### src/rtl/divider32_seq_pkg.sv
// Shared definitions for the sequential divider.
// Provides the default operand width and the FSM state encoding used by
// divider32_seq and its restoring-step datapath.
package divider32_seq_pkg;

  localparam int DIV_WIDTH = 32;

  typedef enum logic [1:0] {
    ST_IDLE = 2'b00,
    ST_RUN  = 2'b01,
    ST_DONE = 2'b10
  } div_state_t;

endpackage

### src/rtl/divider32_seq_div_step.sv
// One restoring-division step, purely combinational.
// Ports:
//   p_in    - current partial remainder (WIDTH+1 bits)
//   q_in    - current quotient/dividend shift register
//   divisor - latched divisor
//   p_out   - partial remainder after the step
//   q_out   - quotient register after the step (new bit in LSB)
module div_step #(
  parameter int WIDTH = 32
) (
  input  logic [WIDTH:0]   p_in,
  input  logic [WIDTH-1:0] q_in,
  input  logic [WIDTH-1:0] divisor,
  output logic [WIDTH:0]   p_out,
  output logic [WIDTH-1:0] q_out
);

  logic [WIDTH+1:0] shifted;
  logic [WIDTH+1:0] trial;
  logic             borrow;

  // P stays below the divisor between steps, so the shifted value fits in
  // WIDTH+1 bits; the extra top bit of the trial difference is the borrow.
  always_comb begin
    shifted = {p_in, q_in[WIDTH-1]};
    trial   = shifted - {2'b00, divisor};
    borrow  = trial[WIDTH+1];
    p_out   = borrow ? shifted[WIDTH:0] : trial[WIDTH:0];
    q_out   = {q_in[WIDTH-2:0], ~borrow};
  end

endmodule

### src/rtl/divider32_seq.sv
// Sequential unsigned restoring divider, one quotient bit per clock.
// Ports:
//   clk, rst_n           - clock (rising edge), asynchronous active-low reset
//   start                - request pulse, accepted in IDLE or DONE
//   dividend, divisor    - operands, latched when start is accepted
//   busy                 - high while the division iterates (RUN)
//   done                 - one-cycle pulse when quotient/remainder are fresh
//   quotient, remainder  - results, held until the next accepted start
//   div_by_zero          - set when the last result had a zero divisor
module divider32_seq
  import divider32_seq_pkg::*;
#(
  parameter int WIDTH = DIV_WIDTH
) (
  input  logic             clk,
  input  logic             rst_n,
  input  logic             start,
  input  logic [WIDTH-1:0] dividend,
  input  logic [WIDTH-1:0] divisor,
  output logic             busy,
  output logic             done,
  output logic [WIDTH-1:0] quotient,
  output logic [WIDTH-1:0] remainder,
  output logic             div_by_zero
);

  localparam int CNT_W = $clog2(WIDTH + 1);

  div_state_t state;
  div_state_t state_nxt;

  logic [WIDTH:0]   p;
  logic [WIDTH:0]   p_step;
  logic [WIDTH-1:0] q;
  logic [WIDTH-1:0] q_step;
  logic [WIDTH-1:0] divisor_r;
  logic [CNT_W-1:0] count;

  logic accept;
  logic last_step;
  logic zero_div;

  // Start is only honoured outside RUN; a request during RUN is dropped.
  assign accept    = start && (state != ST_RUN);
  assign last_step = (state == ST_RUN) && (count == CNT_W'(1));
  assign zero_div  = (divisor == '0);

  div_step #(
    .WIDTH (WIDTH)
  ) u_step (
    .p_in    (p),
    .q_in    (q),
    .divisor (divisor_r),
    .p_out   (p_step),
    .q_out   (q_step)
  );

  always_ff @(posedge clk or negedge rst_n) begin
    if (!rst_n) begin
      state <= ST_IDLE;
    end else begin
      state <= state_nxt;
    end
  end

  always_comb begin
    state_nxt = state;
    busy      = 1'b0;
    done      = 1'b0;
    case (state)
      ST_IDLE: begin
        if (accept) begin
          state_nxt = zero_div ? ST_DONE : ST_RUN;
        end
      end
      ST_RUN: begin
        busy = 1'b1;
        if (last_step) begin
          state_nxt = ST_DONE;
        end
      end
      ST_DONE: begin
        done = 1'b1;
        if (accept) begin
          state_nxt = zero_div ? ST_DONE : ST_RUN;
        end else begin
          state_nxt = ST_IDLE;
        end
      end
      default: begin
        state_nxt = ST_IDLE;
      end
    endcase
  end

  always_ff @(posedge clk or negedge rst_n) begin
    if (!rst_n) begin
      p           <= '0;
      q           <= '0;
      divisor_r   <= '0;
      count       <= '0;
      quotient    <= '0;
      remainder   <= '0;
      div_by_zero <= 1'b0;
    end else if (accept) begin
      p         <= '0;
      q         <= dividend;
      divisor_r <= divisor;
      count     <= CNT_W'(WIDTH);
      // A zero divisor bypasses iteration; the result is published at once.
      if (zero_div) begin
        quotient    <= '1;
        remainder   <= dividend;
        div_by_zero <= 1'b1;
      end
    end else if (state == ST_RUN) begin
      p     <= p_step;
      q     <= q_step;
      count <= count - CNT_W'(1);
      // Results are taken straight from the final step as DONE is entered.
      if (last_step) begin
        quotient    <= q_step;
        remainder   <= p_step[WIDTH-1:0];
        div_by_zero <= 1'b0;
      end
    end
  end

endmodule

### config.mk
export PLATFORM = sky130hd
export DESIGN_NAME = divider32_seq
export DESIGN_NICKNAME = d
export VERILOG_FILES = /design/src/rtl/divider32_seq_pkg.sv /design/src/rtl/divider32_seq_div_step.sv /design/src/rtl/divider32_seq.sv
export SDC_FILE = /design/constraint.sdc
export NUM_CORES = 1
export LEC_CHECK = 0
export CORE_UTILIZATION = 45
export DETAILED_ROUTE_END_ITERATION = 6
export DONT_BUFFER_PORTS = 1
export REMOVE_ABC_BUFFERS = 1
export SLEW_MARGIN = 20
export SYNTH_ARGS = -nofsm -noshare
export SYNTH_HDL_FRONTEND = slang
export SYNTH_HIERARCHICAL = 1
export SYNTH_SLANG_ARGS = --single-unit
### constraint.sdc
create_clock -name clk -period 3.95 [get_ports clk]
set_input_delay 0.395 -clock clk [delete_from_list [all_inputs] [get_ports clk]]
set_output_delay 0.395 -clock clk [all_outputs]
set_load 0.02 [all_outputs]
======== After elaboration in Yosys (flattened, before gate mapping) ========
Cells that the tools add are included.
cells by class
  muxes and demuxes ....................... 26
  reductions and logical operators ........ 8
  bitwise logic cells ..................... 1
  add/sub/neg operators ................... 2
  equal/unequal tests ..................... 7
operator list
  operator             number
  $mux 32              10
  $mux 33              3
  $sub 34x32->34       1
  $logic_not 32->1     1
  $mux 6               2
  $mux 2               4
  $eq 6x1->1 const B   1
  $mux 1               6
  $pmux 2 s3           1
  $sub 6x1->6 const B  1
  $ne 2x1->1 const B   2
  $ne 2x2->1 const B   2
  $reduce_bool 2->1    2
  $reduce_and 3->1     1
  $eq 2x1->1 const B   1
  $eq 2x2->1 const B   1
  $logic_and 1x1->1    2
  $logic_not 2->1      1
  $reduce_and 2->1     1
  $not 1->1            1
storage, ports and cells
  output and inout port bits .............. 67
  input bits .............................. 67
  logic and storage cells ................. 52
  register bits after elaboration ......... 170

======== Depth between registers and ports, before layout ========
  word-level depth ........................ 5
  mapped depth ............................ 16
  depth with buffers taken out ............ 14

======== By module ========
The synthesis kept the hierarchy.
by module, submodules not included
  module         sequential area each (µm²)  times used  area each (µm²)  cells each
  divider32_seq  4254.1                      1           7415.9           716
  div_step       0.0                         1           2446.1           337

======== Least setup slack after synthesis ========
OpenSTA, ideal clock, no wires.
  kind .................................... reg2reg
  from .................................... register p[5]
  to ...................................... register remainder[27]
  clock period less this slack ............ 3.168 ns
  path buffers ............................ 2
  data required time ...................... 3.827 ns
  path slack .............................. 0.782 ns
  library setup time ...................... 0.123 ns
  cell stages (with the launch flop) ...... 13
  arrival time ............................ 3.045 ns
  cell sequence ........................... dfrtp_1 ha_1 clkbuf_1 nand2_1 or3b_1 a211oi_2 o31ai_1 and3_4 o31ai_4 xor2_1 buf_4 mux2_2 o221a_2
between the ends
  cells in the longest elaborated chain, start to end .. 5
RTL lines
  element                 line                          source
  from (decl)             divider32_seq.sv:32           logic [WIDTH:0] p;
  from (signal assigned)  divider32_seq.sv:117          p <= p_step;
  $sub 34x32->34          divider32_seq_div_step.sv:26  trial = shifted - {2'b00, divisor};
  $mux 33                 divider32_seq_div_step.sv:28  p_out = borrow ? shifted[WIDTH:0] : trial[WIDTH:0];
  net p_step[27]          divider32_seq.sv:33           logic [WIDTH:0] p_step;
  $mux 32                 divider32_seq.sv:121          if (last_step) begin
  $mux 32                 divider32_seq.sv:116          end else if (state == ST_RUN) begin
  $mux 32                 divider32_seq.sv:105          end else if (accept) begin
  to (signal assigned)    divider32_seq.sv:113          remainder <= dividend;
  to (signal assigned)    divider32_seq.sv:123          remainder <= p_step[WIDTH-1:0];
  to (decl)               divider32_seq.sv:23           output logic [WIDTH-1:0] remainder,
The timed path passes the listed nets, and every way through them passes these cells. The select of a mux whose other input is x is not followed.
A chain may end at the register's enable or synchronous reset.

======== Final worst setup path ========
  from .................................... register p[7]
  to ...................................... register remainder[11]
The elaborated chain is that of the path after synthesis.

==> run metrics <==
Max Clk Rate=0.285 GHz; deepest clock path buffer count=2; I/O pins=134; TritonCTS clock tree=yes; status=complete, but fails checks; prevailing post-synth register cell=dfrtp_1; Crit path max-delay family=compound AO/OA/AOI/OAI gates; hold_ws=-0.353 ns; share of cells above drive strength 1=10.8%; port bufs=0; vias in the first global route=7558; worst path bufs/invs=1; unrepaired setup endpoints after global routing=no; Root Buffer=clkbuf_16; Final Power=11400 µW; Worst-path clk slew=0.07 ns; Worst path max stage delay=0.40 ns; grt ovf=0; wire per inst=20.5 µm; fin area=0.0104 mm²; nets@finish=1088; final worst-path cycle share=88.7%; failing checks=hold timing; worst vdd ir=0.582 mV; Worst Path Max Fanout=28; Slew Viols, Final=0; Power Density=1100 mW/mm²; worst path cell trace=ha_1, and3_1, or3b_1, a211oi_2, o31ai_1, and3_4, o31ai_4, xor2_4, buf_12, mux2_1, o221a_1; Synth cell types=56; CTS buffer count=17; DIE AREA=0.0225 mm²; Synth Cell Area=0.00986 mm²; DRC viols=0; PostCTS Resize Cnt=0; Hold Path Class=input pin to asynchronous set/reset pin; skew final=0.0125 ns; vias per cell=5.81; CP endpoint kind=flop; MaxCap Viol Count=0; CP required=4.26 ns; Crit Path Category=flop to flop; Post CTS Setup Buffer Count=0; number of cell rows=53; mean area per synthesized cell=9.37 µm²; H-tree depth=4; antenna violations before repair=0; Clock Sinks=170; fin util=49.0%; clock latency on the worst-skew pair=0.44 ns; Ys Warns=6; Critical Path Start Type=flop; Tmin final=3.50 ns; #FFs+latches synth=170; die height=150 µm; ANT cells=0; Seq/Total Area, Yosys=43.1%; Die Width=150 µm; Slew HR=45.2%; Cell Area, Placed=0.00983 mm²; hold violation count in the final report=170; Synth async-reset ratio=100%; starting density of the core=46.3%; setup TNS=0 ns; CP arrival=3.82 ns; Slowest-stage cell, CP=ha_1; Core Region=0.0213 mm²; Syn Inst Count=1053; first-pass GRT wire length=41700 µm; Post-synth EDFFs=0; Tot GR Track Use=24.2%; Static Leak=0.00483 µW; Routed WL=26200 µm; Detail Placement HPWL=17400 µm; via count=7398; 1st-iter DRT viols=406; P&R area growth vs syn=5.79%; pin count of the biggest net entering global routing=171; number of iterations in the first detailed-routing pass=5; Final Wtd Congestion=0.863; internal reg-to-reg setup slack=0.45 ns; # setup viols final=0; Slew @ Worst Pin=0.822 ns; Antenna Nets Post-Route=0
## cell families after synthesis
| group | Yosys count | share of synthesized area (%) |
|---|---|---|
| adders and majority gates | 35 | 4.52 |
| buffers and inverters | 159 | 7.75 |
| DFF | 170 | 43.1 |
| AOI/OAI and AO/OA | 227 | 16.0 |
| and+or+nand+nor | 340 | 15.9 |
| xor gates and xnor gates | 31 | 2.75 |
| muxes | 91 | 9.95 |
## worst paths after layout
kind / start / endpoint / cells past startpoint
min in group clk: divisor[25] / divisor_r[25] / 1
max in group asynchronous: rst_n / quotient[4] / 0
setup reg to reg: p[7] / remainder[11] / 11
hold / removal: rst_n / remainder[13] / 0
setup / recovery: p[7] / remainder[11] / 11
hold reg to reg: q[5] / q[6] / 2
## state kept, by name, indices dropped and copies added (netlist names)
| register | cells |
|---|---|
| divisor_r | 32 |
| p | 33 |
| quotient | 32 |
| count | 6 |
| remainder | 32 |
| q | 32 |
| state | 2 |
| div_by_zero | 1 |
## routing by layer
metal / global-route usage, % / routed length [µm] / up-vias
met2: 40.3 / 12500 / 199
met5: 0 / 0 / -
met3: 6.98 / 1890 / 33
li1: - / - / 3510
met1: 30.2 / 11300 / 3656
met4: 7.37 / 442 / 0
## synth_stat cells, types with 2 or more instances
master    instances  area share (%)
mux2i_1          35             3.6
o221a_1          11             1.3
and3_1            2            0.13
mux2_2           36             4.1
nand3_1           3            0.15
a21oi_1          61             3.1
o31ai_1           5            0.38
nand2_1         126             4.8
buf_4            34             2.6
nand2b_1          4            0.25
o21bai_1          3            0.23
dfrtp_1         170              43
o21ai_0          53             2.7
a31o_2            2            0.18
xor2_1           12             1.1
buf_6             4            0.46
a31oi_1           2            0.13
nor3_1            7            0.36
mux2_1           20             2.3
nor4_1           23             1.5
nor2_1          116             4.4
xnor2_1          19             1.7
a211oi_2          9             1.1
a21o_1           25             1.9
or3_1             4            0.25
a31o_1            2            0.18
nand4_1           8            0.51
nand3b_1         33             2.5
a211oi_1         12            0.91
clkbuf_1         54             2.1
nor2b_1           8            0.51
o311ai_0         18             1.6
ha_1             34             4.3
o221a_2           7            0.80
o211ai_1          2            0.15
inv_1            58             2.2
buf_2             8            0.41
o21a_1            5            0.38
## per-stage QoR
stage | std cells | setup slack, ns
after floorplan | 952 | -1.53
after global placement | 1242 | 0.556
after detailed placement | 1242 | 0.490
after CTS | 1274 | 0.458
after global routing | 1274 | 0.316
final | 1274 | 0.447
## where the power goes
group	internal, µW	switching [µW]	total, µW
sequential	2610	1020	3630
clock	1000	742	1740
combinational	2620	3440	6050
## worst reg2reg max path, delay by kind of cell (launching register included)
family	cells	cell delay, ns
AOI/OAI and AO/OA	4	0.95
DFF	1	0.39
adders and majority gates	1	0.40
and+or+nand+nor	3	0.80
muxes	1	0.40
buffers and inverters	1	0.23
xor gates and xnor gates	1	0.21
## cell type report
cell class	count	area, µm²
inverters	58	219
flip-flops and latches	170	4250
clock buffers	19	433
repair buffers	15	138
clock inverters	13	165
multi-input cells	724	4880
well taps	275	344
fillers	1981	10900
## cells in the final DEF, fill, tap and decap left out, drive strengths merged, types with 2 or more instances in the layout
master and count:
dfrtp 170, o211ai 2, nor2b 8, nor2 116, o311ai 19, or3b 2
o21a 5, nor3 7, bufinv 3, mux2 56, a211oi 21, nand4 8
clkbuf 19, o21bai 3, xor2 12, a31o 4, nand2b 4, a21oi 61
or3 4, xnor2 19, clkinv 7, inv 60, nand3 3, a21o 25
nand3b 33, buf 15, o221a 18, and3 3, a31oi 2, o31ai 6
o21ai 54, nor4 23, mux2i 35, ha 34, nand2 126
No activity file was read; power rests on OpenSTA's default activity.
